$ cat src/rtl/flappy_pkg.sv
// Shared types and constants for the flappy game blocks.
// Holds the collision FSM states, the bruin box payload and the screen/pipe defaults.
package flappy_pkg;

    localparam int unsigned SCREEN_W = 640;
    localparam int unsigned SCREEN_H = 480;
    localparam int unsigned SCORE_W  = 8;
    localparam int unsigned COORD_W  = 11;

    localparam logic [9:0] PIPE_W_DEF   = 10'd40;
    localparam logic [8:0] GAP_HALF_DEF = 9'd50;

    typedef enum logic [1:0] {
        ST_IDLE   = 2'd0,
        ST_LATCH  = 2'd1,
        ST_CHECK  = 2'd2,
        ST_COMMIT = 2'd3
    } coll_state_t;

    typedef struct packed {
        logic [COORD_W-1:0] l;
        logic [COORD_W-1:0] r;
        logic [COORD_W-1:0] t;
        logic [COORD_W-1:0] b;
    } box_t;

    // Bruin bounding box from centre and size; halves truncate, arithmetic wraps at 11 bits.
    function automatic box_t make_box(input logic [8:0] x, input logic [8:0] y,
                                      input logic [4:0] h, input logic [4:0] w);
        box_t bx;
        bx.l = COORD_W'(x) - COORD_W'(w >> 1);
        bx.r = COORD_W'(x) + COORD_W'(w >> 1);
        bx.t = COORD_W'(y) - COORD_W'(h >> 1);
        bx.b = COORD_W'(y) + COORD_W'(h >> 1);
        return bx;
    endfunction

endpackage

$ cat src/rtl/pipe_collision_if.sv
// Bus between the pipe field / bruin block and the collision engine.
// master drives the game state, slave is the collision engine.
interface pipe_collision_if #(
    parameter int unsigned NUM_PIPES = 4
) ();
    logic                       clk_60Hz;
    logic                       game_start;
    logic                       game_over;
    logic [8:0]                 bruin_x;
    logic [8:0]                 bruin_y;
    logic [4:0]                 high;
    logic [4:0]                 width;
    logic [NUM_PIPES-1:0]       pipe_valid;
    logic [NUM_PIPES-1:0][9:0]  pipe_x;
    logic [NUM_PIPES-1:0][8:0]  pipe_gap_y;
    logic                       lose;
    logic [7:0]                 score;
    logic                       busy;

    modport master (
        output clk_60Hz, game_start, game_over, bruin_x, bruin_y, high, width,
               pipe_valid, pipe_x, pipe_gap_y,
        input  lose, score, busy
    );

    modport slave (
        input  clk_60Hz, game_start, game_over, bruin_x, bruin_y, high, width,
               pipe_valid, pipe_x, pipe_gap_y,
        output lose, score, busy
    );
endinterface

$ cat src/rtl/pipe_collision_box_overlap.sv
// Combinational test of one pipe slot against the latched bruin box.
// Reports a collision, a "fully passed" condition and a "recycled to the right" condition.
module box_overlap
    import flappy_pkg::*;
#(
    parameter logic [9:0] PIPE_W   = PIPE_W_DEF,
    parameter logic [8:0] GAP_HALF = GAP_HALF_DEF
) (
    input  box_t       box_i,
    input  logic [9:0] pipe_x_i,
    input  logic [8:0] gap_y_i,
    output logic       hit_c_o,
    output logic       pass_c_o,
    output logic       recycle_c_o
);
    logic [COORD_W-1:0] px_l;
    logic [COORD_W-1:0] px_r;
    logic [COORD_W-1:0] gap_t;
    logic [COORD_W-1:0] gap_b;
    logic               h_ovl;

    always_comb begin
        px_l  = COORD_W'(pipe_x_i);
        px_r  = px_l + COORD_W'(PIPE_W);
        // Gap top clamps at row 0 instead of wrapping.
        gap_t = (gap_y_i >= GAP_HALF) ? COORD_W'(gap_y_i - GAP_HALF) : '0;
        gap_b = COORD_W'(gap_y_i) + COORD_W'(GAP_HALF);
        h_ovl = (px_l <= box_i.r) && (px_r >= box_i.l);
        hit_c_o     = h_ovl && ((box_i.t < gap_t) || (box_i.b > gap_b));
        pass_c_o    = px_r < box_i.l;
        recycle_c_o = px_l > box_i.r;
    end
endmodule

$ cat src/rtl/pipe_collision.sv
// Per-frame collision and scoring engine: snapshots bruin and pipes on each frame tick,
// checks one slot per cycle, then commits the sticky lose flag and saturating score.
module pipe_collision
    import flappy_pkg::*;
#(
    parameter int unsigned NUM_PIPES = 4,
    parameter logic [9:0]  PIPE_W    = PIPE_W_DEF,
    parameter logic [8:0]  GAP_HALF  = GAP_HALF_DEF
) (
    input logic              clk_100MHz,
    input logic              rst,
    pipe_collision_if.slave  bus
);
    localparam int unsigned IDX_W  = (NUM_PIPES > 1) ? $clog2(NUM_PIPES) : 1;
    localparam int unsigned PEND_W = $clog2(NUM_PIPES + 1);
    localparam int unsigned SUM_W  = SCORE_W + 1;

    coll_state_t                state_q;
    logic [1:0]                 sync_q;
    logic                       prev_q;
    logic                       frame_tick;

    box_t                       box_q;
    logic [NUM_PIPES-1:0]       valid_q;
    logic [NUM_PIPES-1:0][9:0]  px_q;
    logic [NUM_PIPES-1:0][8:0]  gy_q;
    logic                       go_q;
    logic [IDX_W-1:0]           idx_q;
    logic                       hit_acc_q;
    logic [PEND_W-1:0]          pend_q;
    logic [NUM_PIPES-1:0]       passed_q;

    logic                       lose_q;
    logic [SCORE_W-1:0]         score_q;
    logic                       busy_q;

    logic                       slot_hit_c;
    logic                       slot_pass_c;
    logic                       slot_recycle_c;
    logic [SUM_W-1:0]           score_sum_c;
    logic [SCORE_W-1:0]         score_d;

    assign frame_tick = sync_q[1] & ~prev_q;

    box_overlap #(
        .PIPE_W   (PIPE_W),
        .GAP_HALF (GAP_HALF)
    ) u_box_overlap (
        .box_i       (box_q),
        .pipe_x_i    (px_q[idx_q]),
        .gap_y_i     (gy_q[idx_q]),
        .hit_c_o     (slot_hit_c),
        .pass_c_o    (slot_pass_c),
        .recycle_c_o (slot_recycle_c)
    );

    always_comb begin
        score_sum_c = {1'b0, score_q} + SUM_W'(pend_q);
        score_d     = score_sum_c[SCORE_W] ? '1 : score_sum_c[SCORE_W-1:0];
    end

    always_ff @(posedge clk_100MHz) begin
        if (rst) begin
            state_q   <= ST_IDLE;
            sync_q    <= '0;
            prev_q    <= 1'b0;
            box_q     <= '0;
            valid_q   <= '0;
            px_q      <= '0;
            gy_q      <= '0;
            go_q      <= 1'b0;
            idx_q     <= '0;
            hit_acc_q <= 1'b0;
            pend_q    <= '0;
            passed_q  <= '0;
            lose_q    <= 1'b0;
            score_q   <= '0;
            busy_q    <= 1'b0;
        end else begin
            // clk_60Hz is asynchronous data: synchronise then detect its rising edge.
            sync_q <= {sync_q[0], bus.clk_60Hz};
            prev_q <= sync_q[1];

            unique case (state_q)
                ST_IDLE: begin
                    if (frame_tick && bus.game_start && !lose_q) begin
                        state_q <= ST_LATCH;
                        busy_q  <= 1'b1;
                    end
                end
                ST_LATCH: begin
                    box_q     <= make_box(bus.bruin_x, bus.bruin_y, bus.high, bus.width);
                    valid_q   <= bus.pipe_valid;
                    px_q      <= bus.pipe_x;
                    gy_q      <= bus.pipe_gap_y;
                    go_q      <= bus.game_over;
                    idx_q     <= '0;
                    hit_acc_q <= 1'b0;
                    pend_q    <= '0;
                    state_q   <= ST_CHECK;
                end
                ST_CHECK: begin
                    if (valid_q[idx_q]) begin
                        hit_acc_q <= hit_acc_q | slot_hit_c;
                        // A slot scores once; it re-arms only after moving back right of the bruin.
                        if (slot_recycle_c) begin
                            passed_q[idx_q] <= 1'b0;
                        end else if (slot_pass_c && !passed_q[idx_q]) begin
                            passed_q[idx_q] <= 1'b1;
                            pend_q          <= pend_q + PEND_W'(1);
                        end
                    end else begin
                        passed_q[idx_q] <= 1'b0;
                    end
                    if (idx_q == IDX_W'(NUM_PIPES - 1)) begin
                        state_q <= ST_COMMIT;
                    end else begin
                        idx_q <= idx_q + IDX_W'(1);
                    end
                end
                ST_COMMIT: begin
                    lose_q  <= lose_q | hit_acc_q | go_q;
                    score_q <= score_d;
                    busy_q  <= 1'b0;
                    state_q <= ST_IDLE;
                end
                default: state_q <= ST_IDLE;
            endcase
        end
    end

    assign bus.lose  = lose_q;
    assign bus.score = score_q;
    assign bus.busy  = busy_q;

endmodule

$ cat src/flat_wrapper.sv
// flat-port wrapper written by rule: the top's interface ports become plain ports
module pipe_collision_flat import flappy_pkg::*;
#(
    parameter int unsigned NUM_PIPES = 4,
    parameter logic [9:0]  PIPE_W    = PIPE_W_DEF,
    parameter logic [8:0]  GAP_HALF  = GAP_HALF_DEF
)
  (clk_100MHz, rst, bus_clk_60Hz, bus_game_start, bus_game_over, bus_bruin_x, bus_bruin_y, bus_high, bus_width, bus_pipe_valid, bus_pipe_x, bus_pipe_gap_y, bus_lose, bus_score, bus_busy);
  pipe_collision_if #(.NUM_PIPES(NUM_PIPES)) bus_i ();
  input logic clk_100MHz;
  input logic rst;
  input wire logic [$bits(bus_i.clk_60Hz)-1:0] bus_clk_60Hz;
  input wire logic [$bits(bus_i.game_start)-1:0] bus_game_start;
  input wire logic [$bits(bus_i.game_over)-1:0] bus_game_over;
  input wire logic [$bits(bus_i.bruin_x)-1:0] bus_bruin_x;
  input wire logic [$bits(bus_i.bruin_y)-1:0] bus_bruin_y;
  input wire logic [$bits(bus_i.high)-1:0] bus_high;
  input wire logic [$bits(bus_i.width)-1:0] bus_width;
  input wire logic [$bits(bus_i.pipe_valid)-1:0] bus_pipe_valid;
  input wire logic [$bits(bus_i.pipe_x)-1:0] bus_pipe_x;
  input wire logic [$bits(bus_i.pipe_gap_y)-1:0] bus_pipe_gap_y;
  output wire logic [$bits(bus_i.lose)-1:0] bus_lose;
  output wire logic [$bits(bus_i.score)-1:0] bus_score;
  output wire logic [$bits(bus_i.busy)-1:0] bus_busy;
  assign bus_i.clk_60Hz = bus_clk_60Hz;
  assign bus_i.game_start = bus_game_start;
  assign bus_i.game_over = bus_game_over;
  assign bus_i.bruin_x = bus_bruin_x;
  assign bus_i.bruin_y = bus_bruin_y;
  assign bus_i.high = bus_high;
  assign bus_i.width = bus_width;
  assign bus_i.pipe_valid = bus_pipe_valid;
  assign bus_i.pipe_x = bus_pipe_x;
  assign bus_i.pipe_gap_y = bus_pipe_gap_y;
  assign bus_lose = bus_i.lose;
  assign bus_score = bus_i.score;
  assign bus_busy = bus_i.busy;
  pipe_collision #(.NUM_PIPES(NUM_PIPES), .PIPE_W(PIPE_W), .GAP_HALF(GAP_HALF)) u_core (.clk_100MHz(clk_100MHz), .rst(rst), .bus(bus_i));
endmodule
$ cat config.mk
export PLATFORM = sky130hd
export DESIGN_NAME = pipe_collision_flat
export DESIGN_NICKNAME = d
export VERILOG_FILES = /design/src/rtl/flappy_pkg.sv /design/src/rtl/pipe_collision_if.sv /design/src/rtl/pipe_collision_box_overlap.sv /design/src/rtl/pipe_collision.sv /design/src/flat_wrapper.sv
export SDC_FILE = /design/constraint.sdc
export NUM_CORES = 1
export LEC_CHECK = 0
export ABC_AREA = 1
export CELL_PAD_IN_SITES_DETAIL_PLACEMENT = 0
export CELL_PAD_IN_SITES_GLOBAL_PLACEMENT = 2
export CORE_ASPECT_RATIO = 0.8
export CORE_UTILIZATION = 33
export CTS_CLUSTER_DIAMETER = 120
export CTS_CLUSTER_SIZE = 14
export DETAILED_ROUTE_END_ITERATION = 10
export PLACE_DENSITY_LB_ADDON = 0.1
export SYNTH_ARGS = -nofsm -noshare
export SYNTH_HDL_FRONTEND = slang
export SYNTH_HIERARCHICAL = 1
export SYNTH_SLANG_ARGS = --single-unit
$ cat constraint.sdc
create_clock -name clk_100MHz -period 9 [get_ports clk_100MHz]
set_input_delay 1.35 -clock clk_100MHz [delete_from_list [all_inputs] [get_ports clk_100MHz]]
set_output_delay 1.35 -clock clk_100MHz [all_outputs]
set_load 0.01 [all_outputs]
# [Yosys cells after proc, flatten, opt, wreduce, memory -nomap -nowiden]
# Cells that the tools add are included.
[totals] out_inout_bits=10 regBits=150 word_cells=108 inputBits=113
[op_classes] n_reduce_logical=18 n_eq_ne=11 n_lt_le_gt_ge=9 n_bitwise=8 add_sub_neg=10 mux=28
[op_table] op="< comparator 11 bit" n=2
[op_table] op="adder 9 x 4 -> 10 bit" n=2
[op_table] op="binary-select mux 10 bit (select 2 bit)" n=1
[op_table] op="subtractor 9 x 4 -> 10 bit" n=2
[op_table] op="binary-select mux 9 bit (select 2 bit)" n=1
[op_table] op="two-way mux 4 bit" n=3
[op_table] op="adder 10 x 6 -> 11 bit, second input constant" n=1
[op_table] op=">= comparator 11 bit" n=1
[op_table] op="> comparator 10 x 11 -> 1 bit" n=1
[op_table] op="> comparator 11 x 10 -> 1 bit" n=1
[op_table] op="<= comparator 10 x 11 -> 1 bit" n=1
[op_table] op="two-way mux 11 bit" n=1
[op_table] op="adder 9 x 6 -> 10 bit, second input constant" n=1
[op_table] op="two-way mux 10 bit" n=1
[op_table] op="AND reduction 2 bit" n=5
[op_table] op="subtractor 9 x 6 -> 10 bit, second input constant" n=1
[op_table] op="adder 8 x 3 -> 9 bit" n=1
[op_table] op=">= comparator 9 x 6 -> 1 bit, second input constant" n=1
[op_table] op="two-way mux 3 bit" n=3
[op_table] op="two-way mux 9 bit" n=1
[op_table] op="two-way mux 8 bit" n=1
[op_table] op="!= test 2 x 1 -> 1 bit, second input constant" n=4
[op_table] op="one-hot mux 2 bit (4 select lines)" n=1
[op_table] op="== test 2 bit, second input constant" n=3
[op_table] op="26 further kinds" n=44

# [Depth between registers and ports, before layout]
# Gate-level depths: netlist of the first run.
[logic_depth] depth_word=10 mapped_depth=24 mapped_depth_nobuf=22

# [Hierarchy]
# Netlist of the first run, hierarchy kept.
[modules_own_cells] mod="pipe_collision" seq_area_each_um2=2882.8 instances=1 cells_each=1016 area_each_um2=7180.6
[modules_own_cells] mod="box_overlap" seq_area_each_um2=0.0 instances=1 cells_each=236 area_each_um2=1475.2

# [Least setup slack after synthesis of the first run]
# Ideal clock, no wire load.
[synth_timing] path_type="register -> register" startpoint="reg u_core.idx_q[0]" endpoint="reg u_core.pend_q[0]" path_slack_ns=5.954 arrival_ns=2.933 t_required_ns=8.886 path_buffers=2 setup_ns=0.114 stages_incl_launch_ff=25 synth_period_minus_slack_ns=3.046 cell_sequence="dfxtp_1 > buf_6 > inv_6 > clkbuf_1 > nor2_1 > o22ai_1 > ha_1 > nor2_1 > nor2_1 > nand2_1 > xor2_1 > ha_1 > nand2_1 > nor2_1 > and2_1 > nand2_1 > and3_1 > nand2_1 > inv_1 > nand2_1 > nor2_4 > nand2_1 > nand2_1 > nand2_1 > nor2_1"
[synth_via] elab_chain_cells=7 word_cells_on_any_way=15 classes_between="1 x add/sub; 2 x order compare; 3 x eq/ne; 6 x mux; 3 x reduce/logical"
[synth_rtl] element="start: declaration" line_no="pipe_collision.sv:28" text="logic [IDX_W-1:0] idx_q;"
[synth_rtl] element="start signal: assignment" line_no="pipe_collision.sv:118" text="idx_q <= idx_q + IDX_W'(1);"
[synth_rtl] element="binary-select mux 10 bit (select 2 bit)" line_no="pipe_collision.sv:50" text=".pipe_x_i (px_q[idx_q]),"
[synth_rtl] element="two-way mux 10 bit (not written as such)" line_no="pipe_collision.sv:50"
[synth_rtl] element="adder 10 x 6 -> 11 bit" line_no="pipe_collision_box_overlap.sv:24" text="px_r = px_l + COORD_W'(PIPE_W);"
[synth_rtl] element="< comparator 11 bit" line_no="pipe_collision_box_overlap.sv:30" text="pass_c_o = px_r < box_i.l;"
[synth_rtl] element="net u_core.slot_pass_c" line_no="pipe_collision.sv:38" text="logic slot_pass_c;"
[synth_rtl] element="logical AND 1 bit" line_no="pipe_collision.sv:108" text="end else if (slot_pass_c && !passed_q[idx_q]) begin"
[synth_rtl] element="!= test 2 x 1 -> 1 bit (no source line)"
[synth_rtl] element="AND reduction 4 bit (no source line)"
[synth_rtl] element="end signal: assignment" line_no="pipe_collision.sv:110" text="pend_q <= pend_q + PEND_W'(1);"
[synth_rtl] element="end: declaration" line_no="pipe_collision.sv:30" text="logic [PEND_W-1:0] pend_q;"
# The timed path passes the listed nets, and every way through them passes these cells. The select of a mux whose other input is x is not followed.
# A chain may end at the register's enable or synchronous reset.

# [Final worst setup path of the first run]
# Ends and elaborated chain as after synthesis.

==> results of run 1 <==
==> sequential cells by signal, indices dropped and copies added, names as in the netlist, 3 cells and up, named ones only <==
register,flops
u_core/pend_q,3
u_core/bus.score,8
u_core/gy_q,36
u_core/valid_q,4
u_core/px_q,40
u_core/box_q,38
==> worst min-delay path: cells and delay by family, from the launching register on <==
| kind | cells | cell delay (ps) |
|---|---|---|
| AND/OR/NAND/NOR | 1 | 30 |
| buffers and inverters | 1 | 40 |
| flip-flops | 1 | 300 |
==> how the worst max path moves through the flow <==
stage                  endpoint  cells past startpoint
6_report       u_core/pend_q[0]                     23
5_1_grt        u_core/pend_q[0]                     23
4_1_cts        u_core/pend_q[0]                     23
3_5_place_dp   u_core/pend_q[0]                     23
3_3_place_gp   u_core/pend_q[0]                     23
2_1_floorplan  u_core/pend_q[0]                     24
==> through the flow <==
stage / power (W) / hold WS, ps / cell area [um^2] / util (%)
after floorplan: 0.002222 / 388.3 / 8663 / -
after global placement: 0.002648 / 403.8 / 10060 / 39.44
after detailed placement: 0.002660 / 403.3 / 10060 / 39.44
after CTS: 0.003366 / 414.3 / 10620 / 41.62
after global routing: 0.003684 / 438.2 / 10620 / 41.62
final: 0.003312 / 408.8 / 10620 / 41.63
==> synthesized netlist by cell type (4+ instances only) <==
library cell and count:
a31oi_1 7, nand2_2 13, buf_4 9, nand3_1 61
nor2_1 296, o21ai_1 8, nand2_1 150, inv_2 12
clkbuf_1 28, nand3_2 4, a21oi_1 40, nand4_1 12
buf_2 20, inv_1 122, ha_1 73, o21ai_0 155
xor2_1 19, nand2_4 4, fa_1 5, a21oi_2 10
nor3_1 5, o22ai_1 19, dfxtp_1 144, nor2_2 4
==> area by class of cell <==
class | instances | area, um^2 | share of cell area (%)
well taps | 351 | 439.2 | 4.136
repair buffers | 127 | 1254 | 11.81
clock inverters | 10 | 88.84 | 0.8367
clock buffers | 20 | 466.7 | 4.395
multi-input cells | 913 | 4970 | 46.81
inverters | 135 | 514.2 | 4.843
flip-flops and latches | 144 | 2883 | 27.15
diodes | 1 | 2.502 | 0.02357
==> cells by family (layout without fill, tap and decap cells) <==
| logic type | Yosys count | count (layout) | share of synthesized area [%] |
|---|---|---|---|
| adder cells (fa/ha/maj) | 78 | 78 | 11.71 |
| flip-flops | 144 | 144 | 33.30 |
| XOR/XNOR | 22 | 22 | 2.226 |
| AND/OR/NAND/NOR | 564 | 564 | 27.96 |
| AO/OA/AOI/OAI | 246 | 246 | 15.25 |
| other | 1 | 4 | 0.04332 |
| buffers and inverters | 197 | 292 | 9.511 |
==> power groups by stage <==
| stage | logic, W | clock network (W) | registers [W] |
|---|---|---|---|
| floorplan | 0.00130 | 0 | 0.000918 |
| global placement | 0.00170 | 0 | 0.000950 |
| detailed placement | 0.00171 | 0 | 0.000951 |
| CTS | 0.00172 | 0.000703 | 0.000940 |
| global route | 0.00199 | 0.000730 | 0.000964 |
| finish | 0.00169 | 0.000679 | 0.000938 |
==> routing by layer <==
metal	global-route usage, %	up-vias
met5	0	-
met4	4.958	0
met3	3.619	15
met2	29.01	118
met1	25.84	3643
li1	-	4214
==> flow_summary.ini, run 1 <==
[outcome]
outcome = finished, final reports clean

[clocking]
clock_sinks = 144
ctsHoldBuffers = 0
insertion_delay_ps = 440
h-tree-depth = 4
cts_root_buf = clkbuf_16
cts_resized = 0
cts_tree = done
clockBufferDepth = 2
cts_buffers = 17
postCtsSetupBuffers = 0
cts.reportedPaths.clkPinSlew_ps = 60

[worst_setup_path]
crit_buf_inv = 3
slowest_stage = o22ai_1
r2r_start = u_core/idx_q[0]
setup.worst_path.end_class = flip-flop
path_delay_family = simple AND/OR/NAND/NOR gates
cp_common_cell = nand2_1
cp.required_ps = 9320
path_cells = buf_4 -> inv_6 -> o21ai_0 -> o22ai_1 -> ha_1 -> nor2_1 -> nor2_1 -> nand2_1 -> xor2_1 -> ha_1 -> nand2_1 -> nor2_1 -> and2_1 -> nand2_1 -> and3_1 -> nand2_1 -> inv_1 -> nand2_1 -> nor2_4 -> nand2_1 -> nand2_1 -> nand2_1 -> nor2_1
criticalPathCategory = reg -> reg
reg2reg_to = u_core/pend_q[0]
r2r_slack_ps = 5200
startpoint = u_core/idx_q[0]
startpoint_type = flip-flop
critPathMaxFanout = 46
reg2reg_depth = 23
max_stage_delay_ps = 360
worstPathArrival_ps = 4120

[power_and_ir_drop]
pwr-share-clk_pct = 20.5
p_sw_w = 0.001471
p_sw_share_pct = 44.41
comb_power_share_pct = 51.2
power.leakage_nw = 4.819
p_int_w = 0.001841
seqPwrFrac_pct = 28.3
powerDensity_nw_per_um2 = 311.9
ir_drop_mv = 0.1777

[timing]
finalClockSkew_ps = 14.92
slew_headroom_pct = 33.74
setup_violations = 0
fmax_ghz = 0.2634
setup_ws_ps = 5203
grt_setup_unrepaired = false
min_period_ps = 3797
maxSlewViolCount = 0
setup-tns-final_ps = 0
hold_viol_final = 0
fin_crit_sh_pct = 42.19
tightestPinTransition_ps = 993.9

[floorplan]
die_area_um2 = 26890
fp.dieH_um = 146.9
initial_core_util_pct = 33.94
core_um2 = 25500
rows = 52
dieWidth_um = 183.1
top_level_ports = 123

[drt]
antenna_left = 0
drc_errors = 0
vias_per_cell = 4.697
dr.max_layer_used = met4
vias = 7990
met1_length_mm = 12.04
dr_wl_met2_mm = 10.54
drt_pass1_iterations = 5
first_iter_violations = 437
wl_per_cell_um = 13.87
wl_met3_um = 765
routed_wl_mm = 23.60

[synth]
ys_ff_latch = 144
yosys_warnings = 6
syn-cell-area_um2 = 8656
synthTopCellsByArea = dfxtp_1 33%, nor2_1 13%, ha_1 11%
syn_inst = 1252
syn_avg_cell_area_um2 = 6.914
async_flop_share_pct = 0
synth-main-ff-cell = dfxtp_1
yosysTopAreaCell = dfxtp_1
synth_edf_count = 0
synth_top_area_share_pct = 33.30
synth-seq-area-share_pct = 33.30
synth.distinct_cells = 44

[placement]
port_buffers = 120
dp_cells = 1670
gp_congestion = 0.7598
hpwl_mm = 16.47
place_ws_ps = 5186

[finish]
fin_nets = 1529
layout_commonest_cell = nor2_1
drive_above_1_share_pct = 7.191
n_fill_cell = 2767
syn2layout_area_growth_pct = 22.67
finalNonFillerCells = 1701
final_cell_mix = 296 x nor2_1, 155 x o21ai_0, 150 x nand2_1

[job]
drv_cap = 0

[global_route]
grt_max_degree = 88
antenna_found_initial = 1
grt_usage_pct = 18.52
grt_pass1_vias = 7655
grt_pass1_wl_mm = 39.20
overflow = 0

[min_path]
holdPathEnd = u_core/sync_q[1]
holdPathStages = 2
hp-start = u_core/sync_q[0]
hold_path_class = reg -> reg
(Power assumes the default switching activity.)
==> run 2, diff against run 1 <==
--- a/config.mk
+++ b/config.mk
@@ -9,7 +9,7 @@
 export CELL_PAD_IN_SITES_DETAIL_PLACEMENT = 0
 export CELL_PAD_IN_SITES_GLOBAL_PLACEMENT = 2
 export CORE_ASPECT_RATIO = 0.8
-export CORE_UTILIZATION = 33
+export CORE_UTILIZATION = 28
 export CTS_CLUSTER_DIAMETER = 120
 export CTS_CLUSTER_SIZE = 14
 export DETAILED_ROUTE_END_ITERATION = 10
==> constraint.sdc (replaced) <==
create_clock -name clk_100MHz -period 3.05 [get_ports clk_100MHz]
set_input_delay 0.4575 -clock clk_100MHz [delete_from_list [all_inputs] [get_ports clk_100MHz]]
set_output_delay 0.4575 -clock clk_100MHz [all_outputs]
set_load 0.01 [all_outputs]
==> flow_summary.ini, run 2 (synthesized netlist as in run 1, its figures left out) <==
[global_route]
antenna_found_initial = 0
grt_usage_pct = 16.85
grt_pass1_wl_mm = 41.98
grt_pass1_vias = 8213
overflow = 0
grt_max_degree = 138

[worst_setup_path]
cp.required_ps = 3380
startpoint_type = flip-flop
max_stage_delay_ps = 360
critPathMaxFanout = 8
worstPathArrival_ps = 3390
slowest_stage = dfxtp_4
path_cells = buf_12 -> inv_12 -> buf_4 -> buf_4 -> nor2_4 -> o22ai_4 -> a21o_1 -> nand3_2 -> nor3b_2 -> ha_1 -> a21o_1 -> nor2_1 -> and3_1 -> nand2_1 -> inv_2 -> nand2_2 -> nor2_4 -> nand2_4 -> a21oi_2 -> nor2_1
setup.worst_path.end_class = flip-flop
criticalPathCategory = reg -> reg

[drt]
wl_per_cell_um = 13.98
wl_met3_um = 597
drc_errors = 0
met1_length_mm = 13.23
antenna_left = 0
dr_wl_met2_mm = 11.64
drt_pass1_iterations = 4
vias = 8237
first_iter_violations = 349
routed_wl_mm = 25.72
dr.max_layer_used = met4
vias_per_cell = 4.477

[clocking]
cts_buffers = 17
cts_tree = done
cts_root_buf = clkbuf_16
cts.reportedPaths.clkPinSlew_ps = 60
h-tree-depth = 4
insertion_delay_ps = 430
clock_sinks = 144
clockBufferDepth = 2
ctsHoldBuffers = 0

[job]
drv_cap = 0

[floorplan]
die_area_um2 = 31630
fp.dieH_um = 159.3
rows = 57
dieWidth_um = 198.6
initial_core_util_pct = 28.49
top_level_ports = 123
core_um2 = 30380

[finish]
layout_commonest_cell = nor2_1
reg_top3 = u_core/px_q: 40 flops, u_core/box_q: 38 flops, u_core/gy_q: 36 flops
drive_above_1_share_pct = 15.21
diodes = 0
n_fill_cell = 3285
final_cell_mix = 287 x nor2_1, 143 x nand2_1, 142 x dfxtp_1
largest_reg_flops = 40
finish.utilization_pct = 38.47
design_area_um2 = 11690
syn2layout_area_growth_pct = 35.03
fin_nets = 1606
regMostFlops = u_core/px_q

[placement]
place_ws_ps = -129.3
hpwl_mm = 18.48
gp_congestion = 0.7582
postPlaceCellArea_um2 = 10650
port_buffers = 120

[min_path]
hold_path_class = reg -> reg

[timing]
grt_setup_unrepaired = true
fin_crit_sh_pct = 100.3
min_period_ps = 3058
tightestPinTransition_ps = 601.8
hold_viol_final = 0
setup_violations = 1
slew_headroom_pct = 59.88
finalClockSkew_ps = 7.256
fmax_ghz = 0.3270
maxSlewViolCount = 0
setup_ws_ps = -7.790
setup-tns-final_ps = -7.790

[power_and_ir_drop]
power.leakage_nw = 5.327
totalPowerFinal_w = 0.01134
powerDensity_nw_per_um2 = 970.4
ir_drop_mv = 0.5399

[outcome]
outcome = complete, but fails checks
violations = setup timing
## run 2: changes by cell type in the layout (fill, tap and decap cells not counted), sizes merged
cell | previous run | this run
buf | 7 | 81
clkbuf | 20 | 25
clkinv | 7 | 4
clkinvlp | 4 | 1
inv | 133 | 136
bufinv | 1 | 3
diode | 1 | 0
## run 2: per-stage QoR
step	cells	hold WS [ps]
3_3_place_gp	1794	407.5
4_1_cts	1833	409.8
5_1_grt	1840	433.7
2_1_floorplan	1254	388.3
6_report	1840	407.4
3_5_place_dp	1794	403.7
## run 2: worst max-delay path: cells and delay by family (launching register included)
family	cells	cell delay, ps
adders and majority gates	1	270
AOI/OAI and AO/OA	4	700
and+or+nand+nor	10	1060
DFF	1	360
buffers and inverters	5	550
## run 2: final cells by class
class / count / area, um^2 / area share (%)
clock buffer: 23 / 478.0 / 4.089
clock inverter: 8 / 128.9 / 1.103
inverter: 135 / 520.5 / 4.453
multi-input combinational: 913 / 5185 / 44.36
sequential: 144 / 2888 / 24.71
tap: 413 / 516.7 / 4.421
timing repair buffer: 203 / 1962 / 16.79
timing repair inverter: 1 / 8.758 / 0.07494
## run 2: path summary, 6_finish.rpt
path / from / to / slack, ps / depth (start not counted)
setup / recovery: u_core/idx_q[0] / u_core/pend_q[0] / -8 / 20
hold / removal: u_core/sync_q[0] / u_core/sync_q[1] / 410 / 2
setup reg to reg: u_core/idx_q[0] / u_core/pend_q[0] / -8 / 20
hold reg to reg: u_core/sync_q[0] / u_core/sync_q[1] / 410 / 2
## run 2: what timing repair did
action / CTS / global route
gates cloned: 2 / 2
resized for setup: 48 / 30
endpoints found under the setup margin: 8 / 8
buffers inserted: 8 / 5
pin swaps: 17 / 14
## run 2: power breakdown
group          internal [W]  leakage [nW]  switching (W)
combinational       0.00269          3.85        0.00361
sequential          0.00248          1.18       0.000349
clock               0.00135         0.294       0.000856
total               0.00652          5.33        0.00482
## run 2: layer usage
metal / up-vias / global-route usage (%)
met5: - / 0
met4: 0 / 4.091
met3: 15 / 2.987
met2: 75 / 26.73
met1: 3776 / 23.51
li1: 4371 / -
==> run 3, diff against run 2 <==
--- a/config.mk
+++ b/config.mk
@@ -9,7 +9,7 @@
 export CELL_PAD_IN_SITES_DETAIL_PLACEMENT = 0
 export CELL_PAD_IN_SITES_GLOBAL_PLACEMENT = 2
 export CORE_ASPECT_RATIO = 0.8
-export CORE_UTILIZATION = 28
+export CORE_UTILIZATION = 31
 export CTS_CLUSTER_DIAMETER = 120
 export CTS_CLUSTER_SIZE = 14
 export DETAILED_ROUTE_END_ITERATION = 10
==> constraint.sdc (replaced) <==
create_clock -name clk_100MHz -period 3.5 [get_ports clk_100MHz]
set_input_delay 0.525 -clock clk_100MHz [delete_from_list [all_inputs] [get_ports clk_100MHz]]
set_output_delay 0.525 -clock clk_100MHz [all_outputs]
set_load 0.01 [all_outputs]
==> flow_summary.ini, run 3 (synthesized netlist as in run 1, its figures left out) <==
[timing]
setup-tns-final_ps = 0
grt_setup_unrepaired = false
slew_headroom_pct = 48.17
hold_viol_final = 0
maxSlewViolCount = 0
fmax_ghz = 0.3159
setup_violations = 0
min_period_ps = 3165
fin_crit_sh_pct = 90.44
hold_ws_ps = 406.3
tightestPinTransition_ps = 776.6
finalClockSkew_ps = 20.88

[drt]
drc_errors = 0
wl_per_cell_um = 13.87
routed_wl_mm = 24.13
antenna_left = 0
first_iter_violations = 354
drt_pass1_iterations = 5
vias_per_cell = 4.597
vias = 7999

[finish]
layout_commonest_cell = nor2_1
drive_above_1_share_pct = 9.666
final_cell_mix = 296 x nor2_1, 154 x o21ai_0, 150 x nand2_1
finalNonFillerCells = 1740
reg_top3 = u_core/px_q: 40 flops, u_core/box_q: 38 flops, u_core/gy_q: 36 flops
syn2layout_area_growth_pct = 26.93
n_fill_cell = 2994
diodes = 0
fin_nets = 1556
largest_reg_flops = 40
regMostFlops = u_core/px_q

[worst_setup_path]
critPathMaxFanout = 25
r2r_slack_ps = 330
slowest_stage = dfxtp_1
max_stage_delay_ps = 320
startpoint_type = flip-flop
cp_common_cell = nand2_1
worstPathArrival_ps = 3500
criticalPathCategory = reg -> reg
setup.worst_path.end_class = flip-flop
cp.required_ps = 3830
path_cells = buf_6 -> inv_8 -> o21ai_0 -> o22ai_2 -> buf_4 -> a21o_1 -> nand3_1 -> xor2_1 -> inv_1 -> ha_1 -> nand2_1 -> nor2_1 -> and2_1 -> nand2_1 -> and3_1 -> nand2_1 -> inv_1 -> nand2_1 -> nor2_4 -> nand2_1 -> a21oi_1 -> nor2_1

[floorplan]
initial_core_util_pct = 31.63
fp.dieH_um = 151.5
dieWidth_um = 188.8
rows = 54
die_area_um2 = 28600
core_um2 = 27360
top_level_ports = 123

[global_route]
grt_max_degree = 81
grt_pass1_vias = 7621
overflow = 0
antenna_found_initial = 0
grt_usage_pct = 17.33
grt_pass1_wl_mm = 38.89

[clocking]
h-tree-depth = 4
postCtsSetupBuffers = 0
insertion_delay_ps = 440
cts_tree = done
cts_buffers = 17
cts_root_buf = clkbuf_16
cts.reportedPaths.clkPinSlew_ps = 60
clockBufferDepth = 2
clock_sinks = 144

[power_and_ir_drop]
comb_power_share_pct = 52.0
power.leakage_nw = 5.029
p_sw_share_pct = 43.15
powerDensity_nw_per_um2 = 815.4
seqPwrFrac_pct = 27.1
p_int_w = 0.005092
totalPowerFinal_w = 0.008958
ir_drop_mv = 0.6052
p_sw_w = 0.003866
pwr-share-clk_pct = 20.9

[placement]
hpwl_mm = 17.52
dp_cells = 1709
port_buffers = 120
gp_congestion = 0.7904

[min_path]
hold_path_class = reg -> reg

[job]
drv_cap = 0

[outcome]
outcome = finished, final reports clean
[run 3: timing repair]
item,4_1_cts,5_1_grt
hold endpoints to repair,0,0
setup endpoints to repair,0,8
resized for setup,0,14
hold buffers,0,0
[run 3: power by group through the flow]
stage	Clock, W	Combinational, W	Sequential (W)
3_3_place_gp	0	0.00459	0.00247
3_5_place_dp	0	0.00463	0.00246
6_report	0.00187	0.00466	0.00243
2_1_floorplan	0	0.00335	0.00236
5_1_grt	0.00200	0.00541	0.00249
4_1_cts	0.00193	0.00467	0.00243
[run 3: path summary, 6_finish.rpt]
kind                                    endpoint              from  cells after the start
worst max register to register  u_core/pend_q[0]   u_core/idx_q[0]                     22
worst min-delay path            u_core/sync_q[1]  u_core/sync_q[0]                      2
worst min register to register  u_core/sync_q[1]  u_core/sync_q[0]                      2
worst max-delay path            u_core/pend_q[0]   u_core/idx_q[0]                     22
[run 3: per-stage QoR]
step	setup WS [ps]	instance area, um^2	util, %
2_1_floorplan	453.7	8663	-
3_3_place_gp	207.7	10310	37.67
3_5_place_dp	159.9	10310	37.67
4_1_cts	129.4	10900	39.84
5_1_grt	6.042	10990	40.15
6_report	334.5	10990	40.15
[run 3: metal layers]
layer  up-vias  track usage, %  share of wire [%]
met5         -               0                  0
met4         0           3.992               0.71
met3        14           3.547                3.1
met1      3602           23.63                 52
met2       114           28.07                 44
li1       4269               -                  -
[run 3: area by class of cell]
class	instances	area [um^2]	area share, %
Multi-Input combinational cell	913	5014	45.63
Sequential cell	144	2884	26.25
Timing Repair Buffer	154	1523	13.86
Inverter	135	515.5	4.692
Clock buffer	22	494.2	4.498
Tap cell	364	455.4	4.145
Clock inverter	8	101.3	0.9224
[run 3: worst max-delay path: cells and delay by family, from the launching register on]
family / cells / cell delay, ps
DFF: 1 / 320
adders and majority gates: 1 / 290
xor gates and xnor gates: 1 / 200
AOI/OAI and AO/OA: 4 / 650
and+or+nand+nor: 11 / 1010
buffers and inverters: 5 / 590
